==> src/rtl/conso_dyn_stim_seq.sv <==
// Load-capacitance sweep sequencer for dynamic consumption measurement.
// For each load code from capa_first to capa_last (step capa_step) it waits a
// settling time, opens a measurement window delimited by start_tick/stop_tick
// while toggling stim_out, collects the energy result (or times out), and
// offers {code, energy, timeout} on a valid/ready result port.
//
// Ports
//   clk, rst_n           clock, asynchronous active-low reset
//   go                   start a sweep (IDLE only)
//   abort                end the sweep (any non-IDLE state)
//   capa_first/last/step sweep bounds and increment, latched on go
//   capa_charge_code     current load code to the measurement block
//   stim_out             toggling stimulus during the measurement window
//   start_tick/stop_tick one-cycle window delimiters
//   energy_in/valid      result from the measurement block
//   result_*             result handshake and payload
//   busy                 sweep in progress
//   fin_test             one-cycle end-of-sweep pulse
module conso_dyn_stim_seq #(
  parameter int unsigned CAPA_W         = 8,
  parameter int unsigned ENERGY_W       = 32,
  parameter int unsigned SETTLE_CYCLES  = 4,
  parameter int unsigned MEAS_CYCLES    = 16,
  parameter int unsigned TIMEOUT_CYCLES = 64
) (
  input  logic                clk,
  input  logic                rst_n,
  input  logic                go,
  input  logic                abort,
  input  logic [CAPA_W-1:0]   capa_first,
  input  logic [CAPA_W-1:0]   capa_last,
  input  logic [CAPA_W-1:0]   capa_step,
  output logic [CAPA_W-1:0]   capa_charge_code,
  output logic                stim_out,
  output logic                start_tick,
  output logic                stop_tick,
  input  logic [ENERGY_W-1:0] energy_in,
  input  logic                energy_valid,
  output logic                result_valid,
  input  logic                result_ready,
  output logic [CAPA_W-1:0]   result_capa,
  output logic [ENERGY_W-1:0] result_energy,
  output logic                result_timeout,
  output logic                busy,
  output logic                fin_test
);

  localparam int unsigned CNT_MAX_A = (SETTLE_CYCLES > MEAS_CYCLES) ? SETTLE_CYCLES : MEAS_CYCLES;
  localparam int unsigned CNT_MAX   = (CNT_MAX_A > TIMEOUT_CYCLES) ? CNT_MAX_A : TIMEOUT_CYCLES;
  localparam int unsigned CNT_W     = $clog2(CNT_MAX + 1);

  localparam logic [CNT_W-1:0] SETTLE_LAST = CNT_W'(SETTLE_CYCLES - 1);
  localparam logic [CNT_W-1:0] MEAS_LAST   = CNT_W'(MEAS_CYCLES - 1);
  localparam logic [CNT_W-1:0] TO_LAST     = CNT_W'(TIMEOUT_CYCLES - 1);
  localparam logic [CNT_W-1:0] CNT_ONE     = CNT_W'(1);

  typedef enum logic [2:0] {
    IDLE     = 3'd0,
    SETTLE   = 3'd1,
    MEASURE  = 3'd2,
    WAIT_RES = 3'd3,
    REPORT   = 3'd4,
    NEXT     = 3'd5,
    DONE     = 3'd6
  } state_t;

  state_t              state_q, state_d;
  logic [CNT_W-1:0]    cnt_q, cnt_d;
  logic [CAPA_W-1:0]   code_q, code_d;
  logic [CAPA_W-1:0]   last_q, last_d;
  logic [CAPA_W-1:0]   step_q, step_d;
  logic [CAPA_W-1:0]   res_capa_q, res_capa_d;
  logic [ENERGY_W-1:0] res_energy_q, res_energy_d;
  logic                res_to_q, res_to_d;
  logic                start_q, start_d;
  logic                stop_q, stop_d;
  logic                stim_q, stim_d;
  logic                valid_q, valid_d;
  logic                fin_q, fin_d;
  logic                busy_q, busy_d;
  logic [CAPA_W:0]     next_sum;

  // Next code with a carry bit so a wrap past the code range ends the sweep.
  assign next_sum = {1'b0, code_q} + {1'b0, step_q};

  // Next-state, datapath and output decode; outputs are registered from the next state.
  always_comb begin
    state_d      = state_q;
    cnt_d        = cnt_q;
    code_d       = code_q;
    last_d       = last_q;
    step_d       = step_q;
    res_capa_d   = res_capa_q;
    res_energy_d = res_energy_q;
    res_to_d     = res_to_q;

    if (abort && (state_q != IDLE) && (state_q != DONE)) begin
      state_d = DONE;
    end else begin
      unique case (state_q)
        IDLE: begin
          if (go) begin
            code_d  = capa_first;
            last_d  = capa_last;
            step_d  = (capa_step == '0) ? CAPA_W'(1) : capa_step;
            cnt_d   = '0;
            state_d = SETTLE;
          end
        end
        SETTLE: begin
          if (cnt_q == SETTLE_LAST) begin
            cnt_d   = '0;
            state_d = MEASURE;
          end else begin
            cnt_d = cnt_q + CNT_ONE;
          end
        end
        MEASURE: begin
          // The stop_tick cycle counts as the first cycle of the result timeout.
          if (cnt_q == MEAS_LAST) begin
            cnt_d   = CNT_ONE;
            state_d = WAIT_RES;
          end else begin
            cnt_d = cnt_q + CNT_ONE;
          end
        end
        WAIT_RES: begin
          if (energy_valid) begin
            res_capa_d   = code_q;
            res_energy_d = energy_in;
            res_to_d     = 1'b0;
            state_d      = REPORT;
          end else if (cnt_q >= TO_LAST) begin
            res_capa_d   = code_q;
            res_energy_d = '0;
            res_to_d     = 1'b1;
            state_d      = REPORT;
          end else begin
            cnt_d = cnt_q + CNT_ONE;
          end
        end
        REPORT: begin
          if (result_ready) begin
            state_d = NEXT;
          end
        end
        NEXT: begin
          if (next_sum[CAPA_W] || (next_sum > {1'b0, last_q})) begin
            state_d = DONE;
          end else begin
            code_d  = next_sum[CAPA_W-1:0];
            cnt_d   = '0;
            state_d = SETTLE;
          end
        end
        DONE: begin
          state_d = IDLE;
        end
        default: begin
          state_d = IDLE;
        end
      endcase
    end

    busy_d  = (state_d != IDLE);
    start_d = (state_d == SETTLE) && (cnt_d == SETTLE_LAST);
    stop_d  = (state_d == MEASURE) && (cnt_d == MEAS_LAST);
    stim_d  = (state_d == MEASURE) && cnt_d[0];
    valid_d = (state_d == REPORT);
    fin_d   = (state_d == DONE);
  end

  // State, datapath and output registers.
  always_ff @(posedge clk or negedge rst_n) begin
    if (!rst_n) begin
      state_q      <= IDLE;
      cnt_q        <= '0;
      code_q       <= '0;
      last_q       <= '0;
      step_q       <= '0;
      res_capa_q   <= '0;
      res_energy_q <= '0;
      res_to_q     <= 1'b0;
      start_q      <= 1'b0;
      stop_q       <= 1'b0;
      stim_q       <= 1'b0;
      valid_q      <= 1'b0;
      fin_q        <= 1'b0;
      busy_q       <= 1'b0;
    end else begin
      state_q      <= state_d;
      cnt_q        <= cnt_d;
      code_q       <= code_d;
      last_q       <= last_d;
      step_q       <= step_d;
      res_capa_q   <= res_capa_d;
      res_energy_q <= res_energy_d;
      res_to_q     <= res_to_d;
      start_q      <= start_d;
      stop_q       <= stop_d;
      stim_q       <= stim_d;
      valid_q      <= valid_d;
      fin_q        <= fin_d;
      busy_q       <= busy_d;
    end
  end

  assign capa_charge_code = code_q;
  assign stim_out         = stim_q;
  assign start_tick       = start_q;
  // An abort closes an open window in the very cycle it is seen.
  assign stop_tick        = stop_q | (abort & (state_q == MEASURE));
  assign result_valid     = valid_q;
  assign result_capa      = res_capa_q;
  assign result_energy    = res_energy_q;
  assign result_timeout   = res_to_q;
  assign busy             = busy_q;
  assign fin_test         = fin_q;

endmodule

==> config.mk <==
export PLATFORM = sky130hd
export DESIGN_NAME = conso_dyn_stim_seq
export DESIGN_NICKNAME = d
export VERILOG_FILES = /design/src/rtl/conso_dyn_stim_seq.sv
export SDC_FILE = /design/constraint.sdc
export NUM_CORES = 1
export LEC_CHECK = 0
export ABC_AREA = 1
export CORE_ASPECT_RATIO = 0.9
export CORE_MARGIN = 2
export CORE_UTILIZATION = 33
export CTS_CLUSTER_SIZE = 25
export DETAILED_ROUTE_END_ITERATION = 16
export PLACE_DENSITY = 0.63
export SETUP_SLACK_MARGIN = 0.4
export SYNTH_ARGS = -nofsm -noshare
export SYNTH_HDL_FRONTEND = slang
export SYNTH_SLANG_ARGS = --single-unit
==> constraint.sdc <==
create_clock -name clk -period 3.9 [get_ports clk]
set_input_delay 0.39 -clock clk [delete_from_list [all_inputs] [get_ports clk]]
set_output_delay 0.39 -clock clk [all_outputs]
set_load 0.01 [all_outputs]
# [Word level (Yosys, flattened, before mapping)]
# Index checks and enable logic that the tools add are counted.
[classes] add_sub_neg=2 n_lt_le_gt_ge=2 eq_ne=16 muxes=27 bitwise=3 reduce_logical=15
[op_table] cell="2-to-1 mux 32 bit" n=2
[op_table] cell="2-to-1 mux 7 bit" n=7
[op_table] cell="2-to-1 mux 8 bit" n=5
[op_table] cell="one-hot mux 7 bit (5 select lines)" n=1
[op_table] cell="2-to-1 mux 3 bit" n=8
[op_table] cell="one-hot mux 3 bit (6 select lines)" n=1
[op_table] cell="one-hot mux 8 bit (2 select lines)" n=1
[op_table] cell="== test 7 x 2 -> 1 bit (second input constant)" n=2
[op_table] cell="== test 7 x 4 -> 1 bit (second input constant)" n=2
[op_table] cell="== test 3 bit (second input constant)" n=4
[op_table] cell="adder 8 x 8 -> 9 bit" n=1
[op_table] cell="== test 3 x 2 -> 1 bit (second input constant)" n=3
[op_table] cell="greater-than comparator 9 x 8 -> 1 bit" n=1
[op_table] cell="logical NOT 8 bit" n=1
[op_table] cell="adder 7 x 1 -> 7 bit (second input constant)" n=1
[op_table] cell=">= comparator 7 x 6 -> 1 bit (second input constant)" n=1
[op_table] cell="== test 3 x 1 -> 1 bit (second input constant)" n=2
[op_table] cell="AND reduction 3 bit" n=2
[op_table] cell="nonzero test 3 bit" n=2
[op_table] cell="logical AND 1 bit" n=5
[op_table] cell="inequality test 2 bit (second input constant)" n=2
[op_table] cell="AND reduction 4 bit" n=1
[op_table] cell="nonzero test 2 bit" n=2
[op_table] cell="logical NOT 3 bit" n=1
[op_table] cell="other kinds (6)" n=7
[word_totals] ff_bits=81 in_bits=62 out_inout_bits=55 elab_cells=79

# [Depth between registers and ports, before layout]
[depth] ltp_word=8 ltp_mapped=24 mapped_depth_nobuf=24

# [Worst setup path before layout]
# OpenSTA, ideal clock, no wires.
[synth_timing] kind="reg-to-reg" from="register code_q[0] (netlist: capa_charge_code[0])" to="register stop_q" setup_ns=0.071 t_arrival_ns=3.039 required_time_ns=3.829 setup_slack_ns=0.790 stages_incl_launch_ff=22 path_buffers=0 synth_period_minus_slack_ns=3.110 path_cell_list="dfrtp_1 -> ha_1 -> fa_1 -> a21oi_1 -> o21bai_1 -> a31oi_1 -> xnor2_1 -> ha_1 -> a21o_1 -> a21oi_1 -> nand2_1 -> nand2_1 -> nand2_1 -> nand2_1 -> nand2_1 -> nand2_2 -> nand2_1 -> nor2_1 -> nand2_1 -> nor2_1 -> nand2_1 -> nor2_1"
[synth_via] elab_chain_len=8 elab_cells_between_ends=12 classes_between="1 x add/sub; 1 x order compare; 2 x eq/ne; 6 x mux; 2 x reduce/logical"
[synth_lines] item="start: declaration" line_no="69" rtl="logic [CAPA_W-1:0] code_q, code_d;"
[synth_lines] item="start signal: assignment" line_no="193" rtl="code_q <= code_d;"
[synth_lines] item="adder 8 x 8 -> 9 bit (*)" line_no="84" rtl="assign next_sum = {1'b0, code_q} + {1'b0, step_q};"
[synth_lines] item="greater-than comparator 9 x 8 -> 1 bit" line_no="148" rtl="if (next_sum[CAPA_W] || (next_sum > {1'b0, last_q})) begin"
[synth_lines] item="logical OR 1 bit (*)" line_no="148"
[synth_lines] item="2-to-1 mux 3 bit (*)" line_no="148"
[synth_lines] item="one-hot mux 3 bit (6 select lines) (*)" line_no="100" rtl="unique case (state_q)"
[synth_lines] item="2-to-1 mux 3 bit (*)" line_no="97" rtl="if (abort && (state_q != IDLE) && (state_q != DONE)) begin"
[synth_lines] item="net state_d[2]" line_no="67" rtl="state_t state_q, state_d;"
[synth_lines] item="== test 3 x 2 -> 1 bit (*)" line_no="167" rtl="stop_d = (state_d == MEASURE) && (cnt_d == MEAS_LAST);"
[synth_lines] item="logical AND 1 bit (*)" line_no="167"
[synth_lines] item="net stop_d" line_no="76" rtl="logic stop_q, stop_d;"
[synth_lines] item="end signal: assignment" line_no="200" rtl="stop_q <= stop_d;"
[synth_lines] item="end: declaration" line_no="76"
# The timed path passes the listed nets; every way through them passes the cells marked *.
# A chain may end at the register's enable or synchronous reset.

# [Worst setup path in the final report]
[layout_timing] from="register code_q[0] (netlist: capa_charge_code[0])" to="register stop_q"
[layout_via] elab_chain_len=8 elab_cells_between_ends=12 classes_between="1 x add/sub; 1 x order compare; 2 x eq/ne; 6 x mux; 2 x reduce/logical"
[layout_lines] item="adder 8 x 8 -> 9 bit (*)" line_no="84"
[layout_lines] item="greater-than comparator 9 x 8 -> 1 bit" line_no="148"
[layout_lines] item="logical OR 1 bit (*)" line_no="148"
[layout_lines] item="2-to-1 mux 7 bit (*)" line_no="148"
[layout_lines] item="one-hot mux 7 bit (5 select lines) (*)" line_no="100"
[layout_lines] item="2-to-1 mux 7 bit (*)" line_no="97"
[layout_lines] item="net cnt_d[6]" line_no="68" rtl="logic [CNT_W-1:0] cnt_q, cnt_d;"
[layout_lines] item="== test 7 x 4 -> 1 bit (*)" line_no="167"
[layout_lines] item="logical AND 1 bit (*)" line_no="167"
[layout_lines] item="net stop_d" line_no="76"
# Marked as above.

==> impl_metrics.tcl <==
set metrics [dict create \
    status "finished clean" \
    post-route-drc-count 0 \
    r2r-start "capa_charge_code[0]" \
    critPathLaunchType "flip-flop" \
    powerDensity_nw_per_um2 835 \
    synthMuxAreaShare 0.0138 \
    synth_top_flop_cell "dfrtp_1" \
    io_buffers 116 \
    timing.slew.headroom 0.326 \
    grt_max_degree 82 \
    die_w_um 121 \
    yosysSeqAreaShare 0.495 \
    wl_per_cell_um 15.0 \
    avgSynthCellArea_um2 9.35 \
    p_sw_frac 0.398 \
    final_cell_mix "clkdlybuf4s50_1, dfrtp_1, nand2_1, inv_1, a22o_1" \
    hold_viol 0 \
    p_seq_frac 0.295 \
    track_usage 0.169 \
    ys_seq_elements 81 \
    synth_top_family_by_area "simple AND/OR/NAND/NOR gates" \
    die_h_um 110 \
    synth_compound_area_frac 0.161 \
    ys_warn_count 0 \
    fillers 1147 \
    ant_nets 0 \
    num_io_pins 117 \
    whs_ns 0.233 \
    nets 641 \
    cp_data_required_time_ns 4.17 \
    initial_utilization 0.339 \
    path_class "flip-flop to flip-flop" \
    finalSetupViolCount 0 \
    gr-total-overflow 0 \
    antenna_found_initial 0 \
    drive_above_1_share 0.144 \
    critical_path_arrival_ns 3.60 \
    yosys.area_share.simple 0.186 \
    clk_pin_slew_ns 0.06 \
    rsz0062_at_grt "yes" \
    gp_congestion 0.807 \
    cts_root_buffer "clkbuf_16" \
    synth_xor_area_frac 0.0171 \
    stdcell_area_um2 5830 \
    clock_latency_ns 0.35 \
    num_antenna_cells 0 \
    power.leakage_nw 2.79 \
    synth_area_leader_cell "dfrtp_1" \
    peakVddDrop_mv 0.374 \
    setup.worst_path.start "capa_charge_code[0]" \
    avgViaCountPerCell 4.79 \
    dieArea_um2 13300 \
    num_vias 3469 \
    p_sw_mw 1.93 \
    synthArstFlopShare 1.00 \
    slew_viol_final 0 \
    synth_area_leaders "dfrtp_1, a22o_1, nand2_1, ha_1, inv_1" \
    regArea_um2 2030 \
    finalCritPeriodShare 0.854 \
    synth_edf_count 0 \
    yosysUniqueCellTypes 40 \
    ctsHoldBuffers 0 \
    dpl_cell_area_um2 5390 \
    rows 38 \
    cts_tree "done" \
    power.share.clock 0.168 \
    end_kind "flip-flop" \
    fin_tns_setup_ns 0 \
    routed_wl_um 10800 \
    tightest_slew_ns 1.01 \
    cts.sinks 81 \
    cts_buffer_depth 2 \
    grt_pass1_vias 3349 \
    dp_hpwl_um 7980 \
    netlist.area_leader.share 0.495 \
    multiInputGateArea_um2 1870 \
    p_int_mw 2.93 \
    p_comb_frac 0.537 \
    cts_made_buffers 9 \
    min_path_type "primary input to async pin" \
    core_um2 12100 \
    synth_nets 518 \
    critPathMaxFanout 5 \
    max_freq_mhz 300 \
    final_common_cell "clkdlybuf4s50_1" \
    skew_ns 0.00668 \
    grt_pass1_wl_um 17200 \
    max_cap_violations 0 \
    fin_crit_ns 3.33 \
    first_iter_violations 159 \
    first_pass_iters 4 \
    area_delta_synth_final_pct 42.3 \
    synth_area_um2 4090 \
    synthCells 438 \
    htree_num_levels 3 \
    synth_adder_area_share 0.0568 \
]
[logic make-up after synthesis]
| logic type | Yosys count |
|---|---|
| AO/OA/AOI/OAI | 97 |
| XOR/XNOR | 8 |
| adder cells (fa/ha/maj) | 18 |
| buffers and inverters | 70 |
| flip-flops | 81 |
| multiplexers | 5 |
| AND/OR/NAND/NOR | 159 |
[per-layer routing]
layer	GRT usage	vias to the layer above	routed length, um
li1	-	1711	-
met1	0.228	1617	5210
met2	0.254	125	4530
met3	0.0550	16	871
met4	0.0640	0	216
met5	0	-	0
[state kept, by name, summed over array words and instances (netlist names), 3 cells and up]
name / count
step_q: 8
state_q: 3
result_energy: 32
result_capa: 8
capa_charge_code: 8
cnt_q: 7
last_q: 8
[power by group through the flow]
stage / Sequential [mW] / Clock, mW / Combinational [mW]
finish: 1.43 / 0.816 / 2.61
global route: 1.48 / 0.877 / 2.93
CTS: 1.43 / 0.839 / 2.39
detailed placement: 1.44 / 0 / 2.37
global placement: 1.43 / 0 / 2.34
floorplan: 1.51 / 0 / 1.33
[final cells by class]
cell class / count / area share
clock buffers: 9 / 0.0387
clock inverters: 5 / 0.00966
inverters: 58 / 0.0374
multi-input cells: 287 / 0.320
flip-flops and latches: 81 / 0.348
well taps: 160 / 0.0344
repair buffers: 124 / 0.212
[metrics by stage]
step	cells	utilization	power [mW]	setup slack, ns
after global placement	703	0.446	3.76	0.564
after detailed placement	703	0.446	3.81	0.458
final	724	0.482	4.86	0.568
after global routing	724	0.482	5.28	0.343
after floorplan	438	-	2.84	0.790
after CTS	717	0.469	4.66	0.423
[worst paths after layout]
check | depth (start not counted) | endpoint | slack, ns
min in group clk | 2 | result_capa[5] | 0.50
setup / recovery | 21 | stop_q | 0.57
max in group asynchronous | 1 | cnt_q[0] | 3.02
hold / removal | 1 | result_energy[27] | 0.23
setup reg to reg | 21 | stop_q | 0.57
hold reg to reg | 2 | result_capa[5] | 0.50
[Yosys cell counts (all sizes together), types with 3 or more instances]
| cell type | number |
|---|---|
| or2 | 4 |
| a22o | 32 |
| a21oi | 17 |
| clkbuf | 5 |
| o211ai | 10 |
| nor3 | 5 |
| o21ai | 27 |
| ha | 17 |
| nand2 | 82 |
| buf | 7 |
| nor2 | 39 |
| dfrtp | 81 |
| nand3 | 22 |
| a31oi | 3 |
| nand4 | 3 |
| xor2 | 7 |
| mux2 | 5 |
| inv | 58 |
[worst max-delay path, cell delays in order, from the launching register on]
cell	delay [ns]
dfrtp_1	0.40
ha_2	0.20
fa_2	0.38
a21oi_2	0.15
o21bai_2	0.10
a31oi_1	0.21
xnor2_1	0.17
ha_1	0.30
a21o_1	0.18
a21oi_2	0.09
nand2_1	0.06
nand2_1	0.06
nand2_1	0.06
nand2_2	0.06
nand2_2	0.07
nand2_4	0.13
nand2_4	0.08
o21ai_2	0.12
nand2_1	0.08
nor2_1	0.13
nand2_1	0.13
nor2_2	0.11
[what timing repair did]
item	in CTS	in global routing
setup buffers	0	7
resized for setup	0	28
endpoints found under the hold margin	0	0
endpoints found under the setup margin	0	15
Note: power is estimated with default switching activity, not from simulation.
